## src/rtl/vedic_mul_pkg.sv

```systemverilog
// Shared FSM state and partial-product index encodings for the sequential Vedic multiplier.
package vedic_mul_pkg;

    typedef enum logic [1:0] {
        ST_IDLE = 2'd0,
        ST_MUL  = 2'd1,
        ST_DONE = 2'd2
    } state_t;

    typedef logic [1:0] idx_t;

    localparam idx_t IDX_LL = 2'd0;
    localparam idx_t IDX_LH = 2'd1;
    localparam idx_t IDX_HL = 2'd2;
    localparam idx_t IDX_HH = 2'd3;

endpackage

```

## src/rtl/vedic_mul_half.sv

```systemverilog
// Combinational HALF x HALF unsigned multiplier, Urdhva-Tiryagbhyam (vertically-crosswise) form.
module vedic_mul_half
    import vedic_mul_pkg::*;
#(
    parameter int HALF = 4
) (
    input  logic [HALF-1:0]   i_a,
    input  logic [HALF-1:0]   i_b,
    output logic [2*HALF-1:0] o_p
);

    logic [2*HALF-1:0] w_col;
    logic [2*HALF-1:0] w_sum;

    // Each column k collects every crosswise bit product a[i]&b[j] with i+j==k.
    always_comb begin
        w_sum = '0;
        w_col = '0;
        for (int k = 0; k < 2*HALF-1; k++) begin
            w_col = '0;
            for (int i = 0; i < HALF; i++) begin
                for (int j = 0; j < HALF; j++) begin
                    if (i + j == k) begin
                        w_col = w_col + {{(2*HALF-1){1'b0}}, i_a[i] & i_b[j]};
                    end
                end
            end
            w_sum = w_sum + (w_col << k);
        end
        o_p = w_sum;
    end

endmodule

```

## src/rtl/vedic_mul_seq.sv

```systemverilog
// Sequential multiplier: four HALF x HALF partial products through one Vedic sub-multiplier.
// Optional signed operation is enabled by defining VEDIC_MUL_SIGNED_EN.
module vedic_mul_seq
    import vedic_mul_pkg::*;
#(
    parameter int WIDTH = 8
) (
    input  logic               clk,
    input  logic               rst,
    input  logic               in_valid,
    output logic               in_ready,
    input  logic [WIDTH-1:0]   a,
    input  logic [WIDTH-1:0]   b,
    output logic               out_valid,
    input  logic               out_ready,
    output logic [2*WIDTH-1:0] s,
    output logic               busy
`ifdef VEDIC_MUL_SIGNED_EN
    ,
    input  logic               signed_mode
`endif
);

    localparam int HALF = WIDTH / 2;
    localparam int PW   = 2 * WIDTH;

    function automatic logic [WIDTH-1:0] f_mag(input logic signed [WIDTH-1:0] v);
        logic signed [WIDTH-1:0] n;
        n = -v;
        return v[WIDTH-1] ? n : v;
    endfunction

    function automatic logic [PW-1:0] f_neg(input logic signed [PW-1:0] v);
        logic signed [PW-1:0] n;
        n = -v;
        return n;
    endfunction

    state_t           r_state;
    state_t           w_state_nxt;
    idx_t             r_idx;
    logic [WIDTH-1:0] r_a;
    logic [WIDTH-1:0] r_b;
    logic             r_sign;
    logic [PW-1:0]    r_acc;
    logic [PW-1:0]    r_s;

    logic             w_sm;
    logic             w_accept;
    logic [WIDTH-1:0] w_a_in;
    logic [WIDTH-1:0] w_b_in;
    logic             w_sign_in;
    logic [HALF-1:0]  w_x;
    logic [HALF-1:0]  w_y;
    logic [WIDTH-1:0] w_pp;
    logic [PW-1:0]    w_pp_ext;
    logic [PW-1:0]    w_pp_sh;
    logic [PW-1:0]    w_acc_nxt;

`ifdef VEDIC_MUL_SIGNED_EN
    assign w_sm = signed_mode;
`else
    assign w_sm = 1'b0;
`endif

    // Signed operands are reduced to magnitudes; the sign is reapplied on the final edge.
    assign w_a_in    = w_sm ? f_mag(a) : a;
    assign w_b_in    = w_sm ? f_mag(b) : b;
    assign w_sign_in = w_sm & (a[WIDTH-1] ^ b[WIDTH-1]);

    always_comb begin
        w_state_nxt = r_state;
        in_ready    = 1'b0;
        case (r_state)
            ST_IDLE: begin
                in_ready = 1'b1;
                if (in_valid) w_state_nxt = ST_MUL;
            end
            ST_MUL: begin
                if (r_idx == IDX_HH) w_state_nxt = ST_DONE;
            end
            ST_DONE: begin
                in_ready = out_ready;
                if (out_ready) w_state_nxt = in_valid ? ST_MUL : ST_IDLE;
            end
            default: w_state_nxt = ST_IDLE;
        endcase
    end

    assign w_accept  = in_valid & in_ready;
    assign out_valid = (r_state == ST_DONE);
    assign busy      = (r_state != ST_IDLE);
    assign s         = r_s;

    always_comb begin
        w_x = r_a[HALF-1:0];
        w_y = r_b[HALF-1:0];
        case (r_idx)
            IDX_LL: begin w_x = r_a[HALF-1:0];     w_y = r_b[HALF-1:0];     end
            IDX_LH: begin w_x = r_a[HALF-1:0];     w_y = r_b[WIDTH-1:HALF]; end
            IDX_HL: begin w_x = r_a[WIDTH-1:HALF]; w_y = r_b[HALF-1:0];     end
            default: begin w_x = r_a[WIDTH-1:HALF]; w_y = r_b[WIDTH-1:HALF]; end
        endcase
    end

    vedic_mul_half #(
        .HALF(HALF)
    ) u_half (
        .i_a(w_x),
        .i_b(w_y),
        .o_p(w_pp)
    );

    assign w_pp_ext = {{(PW-WIDTH){1'b0}}, w_pp};

    always_comb begin
        w_pp_sh = w_pp_ext;
        case (r_idx)
            IDX_LL:  w_pp_sh = w_pp_ext;
            IDX_LH:  w_pp_sh = w_pp_ext << HALF;
            IDX_HL:  w_pp_sh = w_pp_ext << HALF;
            default: w_pp_sh = w_pp_ext << WIDTH;
        endcase
    end

    assign w_acc_nxt = r_acc + w_pp_sh;

    always_ff @(posedge clk) begin
        if (rst) begin
            r_state <= ST_IDLE;
            r_idx   <= IDX_LL;
            r_acc   <= '0;
            r_s     <= '0;
            r_sign  <= 1'b0;
        end else begin
            r_state <= w_state_nxt;
            if (w_accept) begin
                r_a    <= w_a_in;
                r_b    <= w_b_in;
                r_sign <= w_sign_in;
                r_acc  <= '0;
                r_idx  <= IDX_LL;
            end else if (r_state == ST_MUL) begin
                r_acc <= w_acc_nxt;
                r_idx <= r_idx + 2'd1;
                if (r_idx == IDX_HH) r_s <= r_sign ? f_neg(w_acc_nxt) : w_acc_nxt;
            end
        end
    end

endmodule

```

## config.mk

```make
export PLATFORM = sky130hd
export DESIGN_NAME = vedic_mul_seq
export DESIGN_NICKNAME = d
export VERILOG_FILES = /design/src/rtl/vedic_mul_pkg.sv /design/src/rtl/vedic_mul_half.sv /design/src/rtl/vedic_mul_seq.sv
export SDC_FILE = /design/constraint.sdc
export NUM_CORES = 1
export LEC_CHECK = 0
export ABC_CLOCK_PERIOD_IN_PS = 6800
export CAP_MARGIN = 20
export CORE_ASPECT_RATIO = 1.5
export CORE_MARGIN = 1
export CORE_UTILIZATION = 30
export CTS_CLUSTER_DIAMETER = 150
export CTS_CLUSTER_SIZE = 10
export DETAILED_ROUTE_END_ITERATION = 7
export PLACE_DENSITY = 0.48
export SYNTH_ARGS = -nofsm -noshare
export SYNTH_HDL_FRONTEND = slang
export SYNTH_SLANG_ARGS = --single-unit
```

## constraint.sdc

```tcl
create_clock -name clk -period 6.8 [get_ports clk]
set_clock_uncertainty 0.1 [all_clocks]
set_input_delay 1.36 -clock clk [delete_from_list [all_inputs] [get_ports clk]]
set_output_delay 1.36 -clock clk [all_outputs]
set_load 0.005 [all_outputs]
```

== Yosys cells after proc, flatten, opt, wreduce, memory -nomap -nowiden ==
Cells that the tools add are included.

* Flip-flop bits (word level): 52
* Latch bits: 0
* Memory bits (writable): 0
* ROM bits: 0
* Input bits: 20
* Word-level logic and storage cells: 69
* Memories: 0

* Add/subtract/negate cells: 17
* Multiply operators: 0
* Divide/modulo/power cells: 0
* Magnitude comparators: 0
* Equal/unequal tests: 8
* Shift operators: 0
* Muxes and demuxes: 9
* Bitwise gates (word level): 19
* Reductions and logical operators: 10

{| class="wikitable"
|+ Operator list
! operator !! count
|-
| $add A8 B8 Y8 || 4
|-
| $pmux W16 S2 || 1
|-
| $and A1 B1 Y1 || 17
|-
| $add A16 B16 Y16 || 1
|-
| $add A1 B1 Y2 || 5
|-
| $add A5 B1 Y5 || 2
|-
| $add A1 B8 Y8 || 1
|-
| $add A8 B7 Y8 || 1
|-
| $mux W4 || 2
|-
| $reduce_or A2 Y1 || 4
|-
| $add A6 B1 Y6 || 1
|-
| $eq A2 B2 Y1 const B || 3
|-
| $mux W2 || 3
|-
| $pmux W2 S3 || 1
|-
| $reduce_and A3 Y1 || 2
|-
| $add A4 B1 Y4 || 1
|-
| $eq A2 B1 Y1 const B || 2
|-
| $logic_not A2 Y1 || 2
|-
| $ne A2 B2 Y1 const B || 2
|-
| $add A2 B1 Y2 const B || 1
|-
| $ne A2 B1 Y1 const B || 1
|-
| $not A1 Y1 || 2
|-
| $pmux W1 S2 || 1
|-
| $reduce_and A2 Y1 || 1
|-
| other kinds (2) || 2
|}

== Depth between registers and ports, before layout ==
* Depth in word-level cells: 13
* Mapped depth: 26
* Gate-level depth less buffers: 25

== Modules after synthesis ==
A second synthesis with hierarchy kept.

* Cell total of the unflattened synthesis: 339
* Area, all modules: 3178.0 um^2

{| class="wikitable"
|+ Modules (own cells, without submodules)
! module !! times used !! cells each !! area each (um^2) !! seq. area each (um^2)
|-
| vedic_mul_seq || 1 || 291 || 2747.6 || 1201.2
|-
| vedic_mul_half || 1 || 48 || 430.4 || 0.0
|}

== Worst setup path before layout ==
No wires, ideal clock.

* Kind: register to register
* Start: reg r_idx[0]
* End: reg r_acc[15]
* Setup time: 86 ps
* Data arrival time: 5419 ps
* Path slack: 1195 ps
* Cell stages (with the launch flop): 24
* Period minus slack after synthesis: 5605 ps
* Path through: dfxtp_1 -> inv_1 -> ha_1 -> clkbuf_1 -> nor2_1 -> mux2i_1 -> nor2_1 -> ha_1 -> fa_1 -> ha_1 -> fa_1 -> fa_1 -> a21o_1 -> a21oi_1 -> xnor2_1 -> a22oi_1 -> nor2_1 -> ha_1 -> nand2_1 -> or3_1 -> o21ai_2 -> a21oi_2 -> xnor2_1 -> a211oi_1

* Cells in the longest elaborated chain, start to end: 13
* Elaborated cells on any way between the ends: 41

{| class="wikitable"
|+ Ends and longest elaborated chain
! what !! RTL line !! text
|-
| start, declared || vedic_mul_seq.sv:41 || <nowiki>idx_t r_idx;</nowiki>
|-
| start signal, assigned || vedic_mul_seq.sv:145 || <nowiki>r_idx <= r_idx + 2'd1;</nowiki>
|-
| $eq A2 B1 Y1 (tied with other cells) || vedic_mul_seq.sv:98, vedic_mul_seq.sv:118 ||
|-
| $reduce_or A2 Y1 (no source line) || - ||
|-
| $mux W4 || vedic_mul_seq.sv:98 || <nowiki>case (r_idx)</nowiki>
|-
| $and A1 B1 Y1 || vedic_mul_half.sv:24 || <nowiki>w_col = w_col + {{(2*HALF-1){1'b0}}, i_a[i] & i_b[j]};</nowiki>
|-
| $add A1 B1 Y2 || vedic_mul_half.sv:24 ||
|-
| $add A1 B8 Y8 (tied with other cells) || vedic_mul_half.sv:28 || <nowiki>w_sum = w_sum + (w_col << k);</nowiki>
|-
| $add A8 B8 Y8 or $add A5 B1 Y5 (tied branches) || vedic_mul_half.sv:28, vedic_mul_half.sv:24 ||
|-
| $add A8 B8 Y8 (3 in a row) || vedic_mul_half.sv:28 ||
|-
| $add A8 B7 Y8 || vedic_mul_half.sv:28 ||
|-
| $pmux W16 S2 * || vedic_mul_seq.sv:118 || <nowiki>case (r_idx)</nowiki>
|-
| $add A16 B16 Y16 * || vedic_mul_seq.sv:126 || <nowiki>assign w_acc_nxt = r_acc + w_pp_sh;</nowiki>
|-
| end signal, assigned || vedic_mul_seq.sv:144 || <nowiki>r_acc <= w_acc_nxt;</nowiki>
|-
| end, declared || vedic_mul_seq.sv:45 || <nowiki>logic [PW-1:0] r_acc;</nowiki>
|}

Every way passes the cells marked *; elsewhere a longest branch is shown, timed or not.
A chain may end at the register's enable or synchronous reset.

== Worst setup path after layout ==
Same ends and word-level chain as after synthesis.

==> impl_metrics.yaml <==
logic_synthesis:
  synthCells: 354
  syn_area_mm2: 0.00322
  syn_avg_cell_area_um2: 9.10
  ys_warn_count: 0
  yosysSeqAreaShare_pct: 37.3
  syn-num-nets: 417
  ys_ff_latch: 52
  synth_cell_types: 43
flow_run:
  cap_viol_max_count: 0
worst_setup_path:
  timing.rr.start: "r_idx[0]"
  crit_chain: "inv_1 -> ha_1 -> nor2_1 -> mux2i_1 -> nor2_1 -> ha_1 -> fa_1 -> ha_1 -> fa_1 -> fa_1 -> a21o_1 -> a21oi_1 -> xnor2_1 -> a22oi_1 -> nor2_1 -> ha_1 -> nand2_1 -> or3_1 -> o21ai_2 -> a21oi_2 -> xnor2_1 -> a211oi_1"
  critPathBufInv: 1
  regToRegEndpoint: "r_acc[15]"
  cp.depth: 22
  crit_path_start_kind: "register"
  rrSetupSlack_ns: 0.72
  critPathKind: "reg2reg"
  cp-startpoint: "r_idx[0]"
  crit_path_end_kind: "register"
  worstPathMaxFanout: 8
  crit_end: "r_acc[15]"
  required_ns: 6.89
  cp_data_arrival_time_ns: 6.17
  cp_slowest_stage_delay_ns: 0.49
  crit_slowest_cell: "fa_1"
  rr_worst_depth: 22
  cp_common_cell: "ha_1"
  crit_family: "adder cells"
floorplan:
  core-area_mm2: 0.0105
  num_io_pins: 39
  dieArea_mm2: 0.0112
  initial_core_util_pct: 30.6
  fp.dieW_um: 86.6
  die_h_um: 129
  row_count: 46
drt:
  firstDrtPassIters: 4
  drc_errors: 0
  drt_wl_total_mm: 7.20
  wl_per_cell_um: 13.5
  dr.first_iter.drc_count: 110
  antenna_left: 0
  post_drt_via_cell_ratio: 4.78
  detailroute.via_count: 2553
global_route:
  gr-total-overflow: 0
  grt_pass1_wl_mm: 12.3
  grt_usage_pct: 14.3
  grt_pass1_vias: 2568
  antenna_found_initial: 0
  grt_start_max_net_pins: 22
place:
  numPortBuffers: 38
  dpl.hpwl_mm: 5.79
  routabilityCongestion: 0.818
  dp_cells: 526
  place_area_mm2: 0.00375
finish:
  nFillCells: 1095
  final_util_pct: 37.0
  antenna-diode-count: 0
  drive_gt1_share_pct: 4.87
  fin_cells: 534
  fin_area_mm2: 0.00389
  syn_to_final_growth_pct: 20.9
  finalNetCount: 452
clock_network:
  cts-buffers-inserted: 5
  cts_tree: "yes"
  clock_latency_ns: 0.30
  cts_resized: 0
  hold_buffers: 0
  cts-htree-levels: 2
  path_clk_slew_ns: 0.07
  post-cts-setup-buffers: 0
  clockBufferDepth: 2
  cts.sinks: 52
  clockRootBuffer: "clkbuf_16"
power_and_ir_drop:
  peakVddDrop_mv: 0.107
  power_density_mw_per_mm2: 209
  power.total_mw: 0.812
  p_leak_nw: 1.57
sta:
  slew_violations: 0
  setup_violations: 0
  period_minus_slack_ns: 6.08
  relSlewSlack_pct: 45.0
  fmax_mhz: 165
  hold_viol_final: 0
  fin_setup_tns_ns: 0
  worstMarginPinSlew_ns: 0.824
  rsz0062_at_grt: "no"
  period_share_pct: 89.3
run_status:
  status: "completed"
worst_hold_path:
  min_path_type: "reg2reg"
[power by group]
group	internal [mW]	switching (mW)
clock	0.136	0.116
combinational	0.0917	0.133
sequential	0.330	0.00529
[tightest hold or removal path: cells and delay by family, from the launching register on]
family          cells  cell delay, ns
compound gates      1            0.05
flops               1            0.31
simple gates        1            0.05
[per-layer routing]
| metal | up-vias | routed length [µm] | GRT usage (%) |
|---|---|---|---|
| met4 | 0 | 106 | 4.71 |
| li1 | 1298 | - | - |
| met1 | 1194 | 2980 | 16.2 |
| met2 | 55 | 3900 | 26.9 |
| met3 | 6 | 210 | 2.25 |
| met5 | - | 0 | 0 |
[cell families after synthesis]
logic type / after synthesis / share of synthesized area [%]
buffers and inverters: 31 / 3.69
flip-flops: 52 / 37.3
AND/OR/NAND/NOR: 122 / 17.3
AO/OA/AOI/OAI: 80 / 15.8
XOR/XNOR: 18 / 4.90
multiplexers: 8 / 2.49
adder cells (fa/ha/maj): 43 / 18.6
[state kept, by name, indices dropped and copies added (netlist names)]
register / count
r_b: 8
r_a: 8
r_state: 2
r_acc: 16
s: 16
r_idx: 2
[metrics by stage]
stage | setup slack, ns | hold slack [ns]
5_1_grt | 0.286 | 0.375
3_3_place_gp | 0.934 | 0.341
4_1_cts | 0.713 | 0.357
6_report | 0.725 | 0.354
3_5_place_dp | 0.759 | 0.346
2_1_floorplan | 1.20 | 0.341
[synthesized netlist by cell type]
cell type / instances / area share [%]
a211oi_1: 7 / 1.6
a21o_1: 5 / 1.2
a21oi_1: 35 / 5.4
a21oi_2: 2 / 0.54
a22o_1: 4 / 1.1
a22oi_1: 4 / 0.93
a31oi_1: 2 / 0.39
a31oi_4: 1 / 0.66
and2_1: 6 / 1.2
and3_1: 2 / 0.39
and4_1: 1 / 0.27
buf_1: 1 / 0.12
buf_2: 2 / 0.31
clkbuf_1: 9 / 1.0
dfxtp_1: 36 / 22
edfxtp_1: 16 / 15
fa_1: 8 / 5.0
ha_1: 35 / 14
inv_1: 19 / 2.2
mux2i_1: 8 / 2.5
nand2_1: 52 / 6.1
nand2_2: 1 / 0.19
nand2b_1: 5 / 0.97
nand3_1: 4 / 0.62
nand3b_1: 5 / 1.2
nor2_1: 32 / 3.7
nor2b_1: 5 / 0.97
nor2b_2: 1 / 0.27
nor3_1: 2 / 0.31
nor4_1: 1 / 0.19
o211ai_1: 1 / 0.23
o21a_1: 1 / 0.23
o21ai_0: 4 / 0.62
o21ai_1: 6 / 0.93
o21ai_2: 1 / 0.27
o221ai_1: 1 / 0.27
o22ai_1: 5 / 0.97
o31ai_2: 1 / 0.39
or2_1: 2 / 0.39
or2_2: 2 / 0.39
or3_1: 1 / 0.19
xnor2_1: 12 / 3.3
xor2_1: 6 / 1.6
[worst min path at each step]
stage / endpoint / cells after the start / slack [ns] / from
floorplan: r_acc[0] / 2 / 0.34 / r_acc[0]
global placement: s[7] / 2 / 0.34 / s[7]
detailed placement: s[7] / 2 / 0.35 / s[7]
CTS: s[7] / 2 / 0.36 / s[7]
global route: s[4] / 2 / 0.38 / s[4]
finish: s[7] / 2 / 0.35 / s[7]
[cell type report]
| cell class | instances | area [µm²] | area share [%] |
|---|---|---|---|
| multi-input combinational | 271 | 1900 | 48.8 |
| timing repair buffer | 40 | 395 | 10.2 |
| sequential | 52 | 1200 | 30.9 |
| inverter | 19 | 71.3 | 1.83 |
| tap | 144 | 180 | 4.63 |
| clock inverter | 3 | 18.8 | 0.482 |
| clock buffer | 5 | 125 | 3.21 |
[placed cells by master (no fill, tap or decap), types with 4 or more instances in the layout]
cell	Yosys	layout
o22ai_1	5	5
clkbuf_16	0	5
edfxtp_1	16	16
clkdlybuf4s50_1	0	38
ha_1	35	35
o21ai_0	4	4
a21o_1	5	5
a211oi_1	7	7
a21oi_1	35	35
xor2_1	6	6
nand3_1	4	4
a22o_1	4	4
inv_1	19	19
nand2b_1	5	5
nand3b_1	5	5
mux2i_1	8	8
and2_1	6	6
a22oi_1	4	4
nor2_1	32	32
o21ai_1	6	6
xnor2_1	12	12
nand2_1	52	52
nor2b_1	5	5
dfxtp_1	36	36
fa_1	8	8
Power figures use the tool's default switching activity.
